==> config.mk <==
export PLATFORM = sky130hd
export DESIGN_NAME = fetch_stage
export DESIGN_NICKNAME = d
export VERILOG_FILES = /design/src/rtl/rv32_pkg.sv /design/src/rtl/pc_next_logic.sv /design/src/rtl/fetch_stage.sv
export SDC_FILE = /design/constraint.sdc
export NUM_CORES = 1
export LEC_CHECK = 0
export CORE_ASPECT_RATIO = 0.9
export CORE_UTILIZATION = 39
export CTS_BUF_LIST = sky130_fd_sc_hd__clkbuf_4
export DETAILED_ROUTE_END_ITERATION = 10
export GPL_ROUTABILITY_DRIVEN = 1
export GPL_TIMING_DRIVEN = 0
export PLACE_DENSITY = 0.8
export SLEW_MARGIN = 30
export SYNTH_ARGS = -nofsm -noshare
export SYNTH_HDL_FRONTEND = slang
export SYNTH_SLANG_ARGS = --single-unit
==> constraint.sdc <==
create_clock -name clk -period 1.9 [get_ports clk]
set_input_delay 0.285 -clock clk [delete_from_list [all_inputs] [get_ports clk]]
set_output_delay 0.285 -clock clk [all_outputs]
set_load 0.01 [all_outputs]
==> src/rtl/rv32_pkg.sv <==
// Shared RV32I core definitions: data width, reset/NOP constants and
// the fetch-stage state encoding.
package rv32_pkg;

  localparam int XLEN = 32;

  localparam logic [XLEN-1:0] RESET_PC  = 32'h0000_0000;
  localparam logic [XLEN-1:0] NOP_INSTR = 32'h0000_0013;

  typedef enum logic [1:0] {
    FETCH = 2'd0,
    WAIT  = 2'd1,
    EXEC  = 2'd2,
    HALT  = 2'd3
  } fetch_state_e;

endpackage

==> src/rtl/pc_next_logic.sv <==
// Combinational next-PC selection for the fetch stage: pc+4, branch/jal
// target or masked jalr target, plus detection of misaligned redirects.
module pc_next_logic
  import rv32_pkg::*;
(
  input  logic [XLEN-1:0] pc,
  input  logic            jal,
  input  logic            jalr,
  input  logic            branch_taken,
  input  logic [XLEN-1:0] target_addr,
  output logic [XLEN-1:0] pc_plus4,
  output logic [XLEN-1:0] next_pc,
  output logic            misalign
);

  logic [XLEN-1:0] jalr_target;

  assign jalr_target = {target_addr[XLEN-1:1], 1'b0};

  // jalr outranks jal/branch; its bit 0 is cleared before the alignment test
  always_comb begin
    pc_plus4 = pc + 32'd4;
    next_pc  = pc_plus4;
    misalign = 1'b0;
    if (jalr) begin
      next_pc  = jalr_target;
      misalign = jalr_target[1];
    end else if (jal || branch_taken) begin
      next_pc  = target_addr;
      misalign = |target_addr[1:0];
    end
  end

endmodule

==> src/rtl/fetch_stage.sv <==
// RV32I instruction-fetch stage: owns the PC, fetches over a req/gnt/rvalid
// port and presents one instruction at a time to decode until it retires.
module fetch_stage
  import rv32_pkg::*;
#(
  parameter logic [31:0] RESET_PC  = rv32_pkg::RESET_PC,
  parameter logic [31:0] NOP_INSTR = rv32_pkg::NOP_INSTR
) (
  input  logic        clk,
  input  logic        rst,
  output logic        imem_req,
  output logic [31:0] imem_addr,
  input  logic        imem_gnt,
  input  logic        imem_rvalid,
  input  logic [31:0] imem_rdata,
  input  logic        core_ready,
  input  logic        branch_taken,
  input  logic        jal,
  input  logic        jalr,
  input  logic [31:0] target_addr,
  output logic [31:0] instruction,
  output logic [31:0] program_counter,
  output logic [31:0] pc_plus4,
  output logic        instr_valid,
  output logic        misalign_err,
  output logic [31:0] instret
);

  fetch_state_e    state_q, state_d;
  logic [XLEN-1:0] pc_q, pc_d;
  logic [XLEN-1:0] instruction_q, instruction_d;
  logic [XLEN-1:0] instret_q, instret_d;
  logic            instr_valid_q, instr_valid_d;
  logic            misalign_err_q, misalign_err_d;

  logic [XLEN-1:0] next_pc;
  logic            next_misalign;

  pc_next_logic u_pc_next_logic (
    .pc           (pc_q),
    .jal          (jal),
    .jalr         (jalr),
    .branch_taken (branch_taken),
    .target_addr  (target_addr),
    .pc_plus4     (pc_plus4),
    .next_pc      (next_pc),
    .misalign     (next_misalign)
  );

  always_comb begin
    state_d        = state_q;
    pc_d           = pc_q;
    instruction_d  = instruction_q;
    instret_d      = instret_q;
    instr_valid_d  = instr_valid_q;
    misalign_err_d = misalign_err_q;

    case (state_q)
      FETCH: begin
        if (imem_gnt) begin
          state_d = WAIT;
        end
      end
      WAIT: begin
        if (imem_rvalid) begin
          instruction_d = imem_rdata;
          instr_valid_d = 1'b1;
          state_d       = EXEC;
        end
      end
      EXEC: begin
        // Retirement: a misaligned redirect still counts the instruction but parks the stage
        if (core_ready) begin
          instret_d     = instret_q + 32'd1;
          instr_valid_d = 1'b0;
          instruction_d = NOP_INSTR;
          if (next_misalign) begin
            misalign_err_d = 1'b1;
            state_d        = HALT;
          end else begin
            pc_d    = next_pc;
            state_d = FETCH;
          end
        end
      end
      HALT: begin
        state_d = HALT;
      end
      default: begin
        state_d = FETCH;
      end
    endcase
  end

  always_ff @(posedge clk) begin
    if (rst) begin
      state_q        <= FETCH;
      pc_q           <= RESET_PC;
      instruction_q  <= NOP_INSTR;
      instret_q      <= '0;
      instr_valid_q  <= 1'b0;
      misalign_err_q <= 1'b0;
    end else begin
      state_q        <= state_d;
      pc_q           <= pc_d;
      instruction_q  <= instruction_d;
      instret_q      <= instret_d;
      instr_valid_q  <= instr_valid_d;
      misalign_err_q <= misalign_err_d;
    end
  end

  // The request is suppressed while reset is held so nothing is issued before the stage is live
  assign imem_req        = (state_q == FETCH) && !rst;
  assign imem_addr       = pc_q;
  assign program_counter = pc_q;
  assign instruction     = instruction_q;
  assign instr_valid     = instr_valid_q;
  assign misalign_err    = misalign_err_q;
  assign instret         = instret_q;

endmodule
==> impl_metrics.tcl, run 1 <==
set metrics [dict create \
    status "finished, violations left" \
    failed_checks "negative setup slack" \
    area_growth_pct 81.66 \
    p_sw_share_pct 27.11 \
    synth_commonest_cells "dfxtp_1, nor2_1, a22oi_1" \
    hp-class "input pin to flip-flop" \
    vias 6315 \
    reg2regPathDepth 13 \
    synth_edf_count 0 \
    finalSetupTns_ps -12780 \
    diodes 0 \
    synth_area_mm2 0.005014 \
    synth_top_cells_by_area "dfxtp_1, xnor2_1, nor2_1" \
    grt_pass1_wl_mm 30.10 \
    cp_cell_sequence "buf_6 > nand4_1 > buf_6 > nor4_4 > buf_4 > nand4_1 > xnor2_1 > buf_2" \
    timing.final.crit_share_pct 133.3 \
    setup_ws_ps -632.3 \
    initial_core_util_pct 40.87 \
    hold_path.startpoint "rst" \
    pwr-share-seq_pct 52.8 \
    antenna_found_initial 0 \
    ys_ff_latch 100 \
    endpoint_kind "primary output" \
    maxCapViolations 0 \
    io_buffers 233 \
    post-place-cells 986 \
    postRouteAntennaNets 0 \
    die_y_um 109.6 \
    crit_fanout 5 \
    hold_violations 0 \
    viasPerCell 5.804 \
    tightestPinTransition_ps 776.7 \
    yosysTopAreaCellShare_pct 39.93 \
    fin_worst_skew_ps 28.59 \
    fillers 835 \
    rsz0062_at_grt "true" \
    first_pass_iters 7 \
    die_w_um 121.5 \
    p_int_w 0.002981 \
    cp-start-kind "flip-flop" \
    cellPowerDensity_mw_per_mm2 449.1 \
    synth_ff_type "dfxtp_1" \
    required_ps 1620 \
    setup_violations 33 \
    synthCells 593 \
    cts_buffers 9 \
    clock_path_buffers 2 \
    grt_max_degree 18 \
    grt_pass1_vias 5689 \
    ios 235 \
    cpMaxStageDelayCell "dfxtp_2" \
    place_congestion 0.8998 \
    power.leakage_nw 3.859 \
    min_path_cells 3 \
    ctsHtreeMaxLevel 3 \
    tritoncts "done" \
    dieArea_mm2 0.01331 \
    slowest_delay_ps 370 \
    nNetsFinal 997 \
    finalWirelength_mm 22.69 \
    final_cells 1088 \
    maxSlewHeadroom_pct 47.82 \
    grt_use_total_pct 29.29 \
    wl_per_cell_um 20.86 \
    drive_above_1_share_pct 32.11 \
    drc 0 \
    clkTransAtPathRegs_ps 160 \
    power.share.clock_pct 32.6 \
    clock_sinks 100 \
    avgSynthCellArea_um2 8.455 \
    seq_area_mm2 0.002090 \
    overflow 0 \
    ys_seq_area_share_pct 39.93 \
    arrival_ps 2250 \
    fmax_mhz 394.9 \
    yosys.area.top_type "dfxtp_1" \
    drv_slew 0 \
    root_buffer "clkbuf_4" \
    irDropWorstVdd_mv 0.6782 \
    multiInputGateArea_mm2 0.003139 \
    power_frac_comb_pct 14.6 \
    yosysUniqueCellTypes 48 \
    synth_warnings 0 \
    num_rows 38 \
    clkLatencyLatePin_ps 490 \
    critPathKind "flip-flop to primary output" \
    dpl.hpwl_mm 13.45 \
    r2r_start "imem_addr[5]" \
    synth.most_common_cell "dfxtp_1" \
    crit_start "imem_addr[5]" \
    syn_nets 667 \
    netSwitchingPower_w 0.001109 \
    drt-initial-drc-count 662 \
    ys_async_sr_fraction_pct 0 \
    fin_crit_ps 2532 \
    core_area_mm2 0.01227 \
]
## power by group through the flow
stage / logic (W) / clock network [W] / registers [W]
floorplan: 0.000200 / 0 / 0.00223
global placement: 0.000538 / 0 / 0.00222
detailed placement: 0.000549 / 0 / 0.00222
CTS: 0.000570 / 0.00133 / 0.00217
global route: 0.000630 / 0.00141 / 0.00217
finish: 0.000595 / 0.00133 / 0.00216
## logic make-up after synthesis
kind of cell | Yosys count | share of synthesized area (%)
adders and majority gates | 2 | 0.4990
DFF | 100 | 39.93
buffers and inverters | 79 | 9.209
xor gates and xnor gates | 53 | 9.259
and+or+nand+nor | 247 | 25.28
AOI/OAI and AO/OA | 112 | 15.82
## layout make-up
| class | instances | share of cell area (%) |
|---|---|---|
| sequential | 100 | 22.94 |
| clock buffer | 9 | 0.7419 |
| timing repair buffer | 321 | 32.89 |
| tap | 160 | 2.198 |
| multi-input combinational | 415 | 34.47 |
| buffer | 67 | 5.289 |
| inverter | 9 | 0.3709 |
| clock inverter | 7 | 1.099 |
## per-stage QoR
step           hold slack, ps  instance area (um^2)  power (W)  setup WS [ps]  utilization [%]
6_report                326.4                  9107   0.004090         -632.3            74.25
5_1_grt                 309.2                  9107   0.004211         -715.6            74.25
4_1_cts                 283.2                  8527   0.004075         -542.7            69.51
3_5_place_dp            455.5                  7560   0.002771          -1036            61.63
3_3_place_gp            444.2                  7553   0.002758          -1006            61.58
2_1_floorplan           411.2                  5021   0.002435         -24.96                -
## placed cells by master (no fill, tap or decap), types with 5 or more instances in the layout
cell,Yosys,routed
nand4_1,27,27
nor3_1,21,12
dfxtp_1,100,66
xnor2_1,34,21
nor4_4,0,8
a21oi_1,14,14
nor2b_1,6,5
nand3_1,27,19
and3_1,8,5
inv_1,9,8
buf_6,0,33
dfxtp_4,0,18
a21boi_0,8,8
clkbuf_1,26,13
and4_1,6,5
o22ai_1,7,6
o21ai_0,14,12
buf_4,34,95
nand2_1,32,25
nand2b_1,5,5
buf_2,5,27
dlygate4sd2_1,0,5
o2bb2ai_1,14,13
dfxtp_2,0,16
dlymetal6s2s_1,0,6
clkbuf_2,1,6
nand3_4,0,6
nor3_4,0,5
nor2_1,75,70
a22oi_1,36,36
xnor2_2,0,11
nor4_2,2,7
xor2_1,19,18
clkdlybuf4s50_1,0,191
clkbuf_4,0,12
## critical path, delay by kind of cell (launching register included)
kind,cells,cell delay (ps)
flip-flops,1,370
AND/OR/NAND/NOR,3,490
XOR/XNOR,1,240
buffers and inverters,4,660
## flip-flops by register name, summed over array words and instances, names as in the netlist
name	count
imem_addr	32
instret	32
instruction	32
state_q	2
instr_valid	1
misalign_err	1
## timing repair
item / CTS / global route
buffers inserted: 52 / 41
pin swaps: 46 / 42
resized for setup: 252 / 89
hold buffers: 0 / 0
setup endpoints to repair: 113 / 73
hold endpoints to repair: 0 / 0
gates cloned: 1 / 0
## per-layer routing
layer	global-route usage (%)	vias up	part of all wire [%]	routed length [um]
met4	10.49	0	4.3	970
met3	8.921	97	10	2362
met1	35.52	2988	36	8272
met2	49.03	457	49	11090
met5	0	-	0	0
li1	-	2773	-	-
## path summary, 6_finish.rpt
| check | endpoint | slack [ps] |
|---|---|---|
| max | pc_plus4[31] | -630 |
| min | instret[26] | 330 |
| max reg2reg | imem_addr[13] | -520 |
| min reg2reg | instr_valid | 480 |
Power figures use the tool's default switching activity.
==> run 2, diff against run 1 <==
- GPL_TIMING_DRIVEN: 0 -> default
- PLACE_DENSITY: 0.8 -> 0.87
==> impl_metrics.tcl, run 2 (synthesis results as in run 1) <==
set metrics [dict create \
    postRouteAntennaNets 0 \
    antenna_found_initial 0 \
    holdWs_ps 100.1 \
    gr-usage-met1_pct 32.55 \
    vias 6276 \
    crit_fanout 5 \
    rsz0062_at_grt "true" \
    use_met3_pct 8.402 \
    r2r-end "imem_addr[26]" \
    initial_core_util_pct 40.87 \
    power.leakage_nw 4.006 \
    tritoncts "done" \
    wl_per_cell_um 19.88 \
    critPathKind "flip-flop to primary output" \
    post-route-cell-area_mm2 0.009080 \
    grt-busiest-layer "met2" \
    arrival_ps 2280 \
    clock_sinks 100 \
    post-place-cells 1033 \
    netSwitchingPower_w 0.001122 \
    grt_pass1_vias 5823 \
    timing.final.crit_share_pct 135.0 \
    finalSetupTns_ps -12840 \
    area_growth_pct 81.11 \
    path_common_cell "buf_6" \
    p_int_w 0.002898 \
    reg2regPathDepth 9 \
    required_ps 1620 \
    slowest_delay_ps 430 \
    io_buffers 234 \
    place_ws_ps -447.6 \
    final_cells 1086 \
    die_w_um 121.5 \
    drv_slew 0 \
    cp-start-kind "flip-flop" \
    irDropWorstVdd_mv 0.4358 \
    hp-class "input pin to flip-flop" \
    drt-initial-drc-count 633 \
    dpl_cell_area_mm2 0.008019 \
    die_y_um 109.6 \
    first_pass_iters 6 \
    dpl.hpwl_mm 13.32 \
    cellPowerDensity_mw_per_mm2 442.7 \
    num_rows 38 \
    p_sw_share_pct 27.90 \
    cp_cell_sequence "buf_6 > nand4_1 > buf_4 > nor4_4 > buf_6 > nand3_4 > xnor2_2 > buf_2" \
    min_path_cells 2 \
    power.share.clock_pct 31.0 \
    finalWirelength_mm 21.59 \
    root_buffer "clkbuf_4" \
    layout_commonest_cell "clkdlybuf4s50_1" \
    fin_crit_ps 2565 \
    maxCapViolations 0 \
    dieArea_mm2 0.01331 \
    clock_path_buffers 2 \
    pwr-share-seq_pct 53.9 \
    ctsHoldBuffers 0 \
    endpoint_kind "primary output" \
    power_frac_comb_pct 15.0 \
    drc 0 \
    drive_above_1_share_pct 32.07 \
    fmax_mhz 389.8 \
    core_area_mm2 0.01227 \
    place_congestion 0.8986 \
    regToRegSetupSlack_ps -120 \
    status "finished, violations left" \
    overflow 0 \
    failed_checks "negative setup slack" \
    diodes 0 \
    fin_worst_skew_ps 32.02 \
    viasPerCell 5.779 \
    final_cell_mix "clkdlybuf4s50_1, buf_4, dfxtp_1" \
    setup_ws_ps -665.2 \
    tightestPinTransition_ps 655.1 \
    grt_max_degree 60 \
    ctsHtreeMaxLevel 3 \
    cpMaxStageDelayCell "dfxtp_2" \
    min_to "imem_addr[4]" \
    grt_pass1_wl_mm 29.28 \
    clkLatencyLatePin_ps 470 \
    maxSlewHeadroom_pct 56.23 \
    hold_violations 0 \
    use_met2_pct 47.73 \
    setup_violations 40 \
    clkTransAtPathRegs_ps 190 \
    hold_path.startpoint "rst" \
    r2r_start "imem_addr[12]" \
    cts_buffers 9 \
    grt_use_total_pct 28.26 \
    nNetsFinal 995 \
    ios 235 \
]
-- run 2: power by group through the flow --
stage / clock network (W) / logic [W] / registers, W
final: 0.00125 / 0.000604 / 0.00217
after global routing: 0.00135 / 0.000641 / 0.00217
after CTS: 0.00125 / 0.000583 / 0.00217
after detailed placement: 0 / 0.000580 / 0.00221
after global placement: 0 / 0.000568 / 0.00221
after floorplan: 0 / 0.000200 / 0.00223
-- run 2: timing repair --
action	in CTS	in global routing
pin swaps	38	36
gates resized for setup	210	80
setup buffers	23	20
gates cloned	0	0
hold endpoints to repair	0	0
endpoints found under the setup margin	34	64
-- run 2: critical path: cells and delay by family (launching register included) --
| family | cells | cell delay (ps) |
|---|---|---|
| buf+inv | 4 | 710 |
| simple gates | 3 | 500 |
| flops | 1 | 430 |
| xor+xnor | 1 | 170 |
-- run 2: stage by stage --
| step | util [%] | power (W) |
|---|---|---|
| 2_1_floorplan | - | 0.002435 |
| 3_3_place_gp | 65.33 | 0.002780 |
| 3_5_place_dp | 65.37 | 0.002793 |
| 4_1_cts | 70.14 | 0.004000 |
| 5_1_grt | 74.02 | 0.004167 |
| 6_report | 74.02 | 0.004020 |
-- run 2: final cells by class --
class	count	area, um^2
repair buffers	387	3478
flip-flops and latches	100	2041
well taps	160	200.2
inverters	9	33.78
clock inverters	7	82.58
fillers	828	3187
multi-input cells	414	3177
clock buffers	9	67.56
-- run 2: how the worst max path moves through the flow --
stage	slack [ps]	end	cells past startpoint	start
after CTS	-520	pc_plus4[23]	7	imem_addr[5]
after detailed placement	-450	pc_plus4[26]	7	imem_addr[12]
after floorplan	-20	pc_plus4[27]	5	imem_addr[4]
after global placement	-450	pc_plus4[28]	7	imem_addr[2]
final	-670	pc_plus4[16]	8	imem_addr[12]
after global routing	-750	pc_plus4[20]	7	imem_addr[8]
-- run 2: per-layer routing --
| metal | wire, um | up-vias | part of all wire [%] |
|---|---|---|---|
| met5 | 0 | - | 0 |
| met3 | 1912 | 105 | 8.9 |
| li1 | - | 2760 | - |
| met4 | 1211 | 0 | 5.6 |
| met2 | 10410 | 426 | 48 |
| met1 | 8055 | 2985 | 37 |
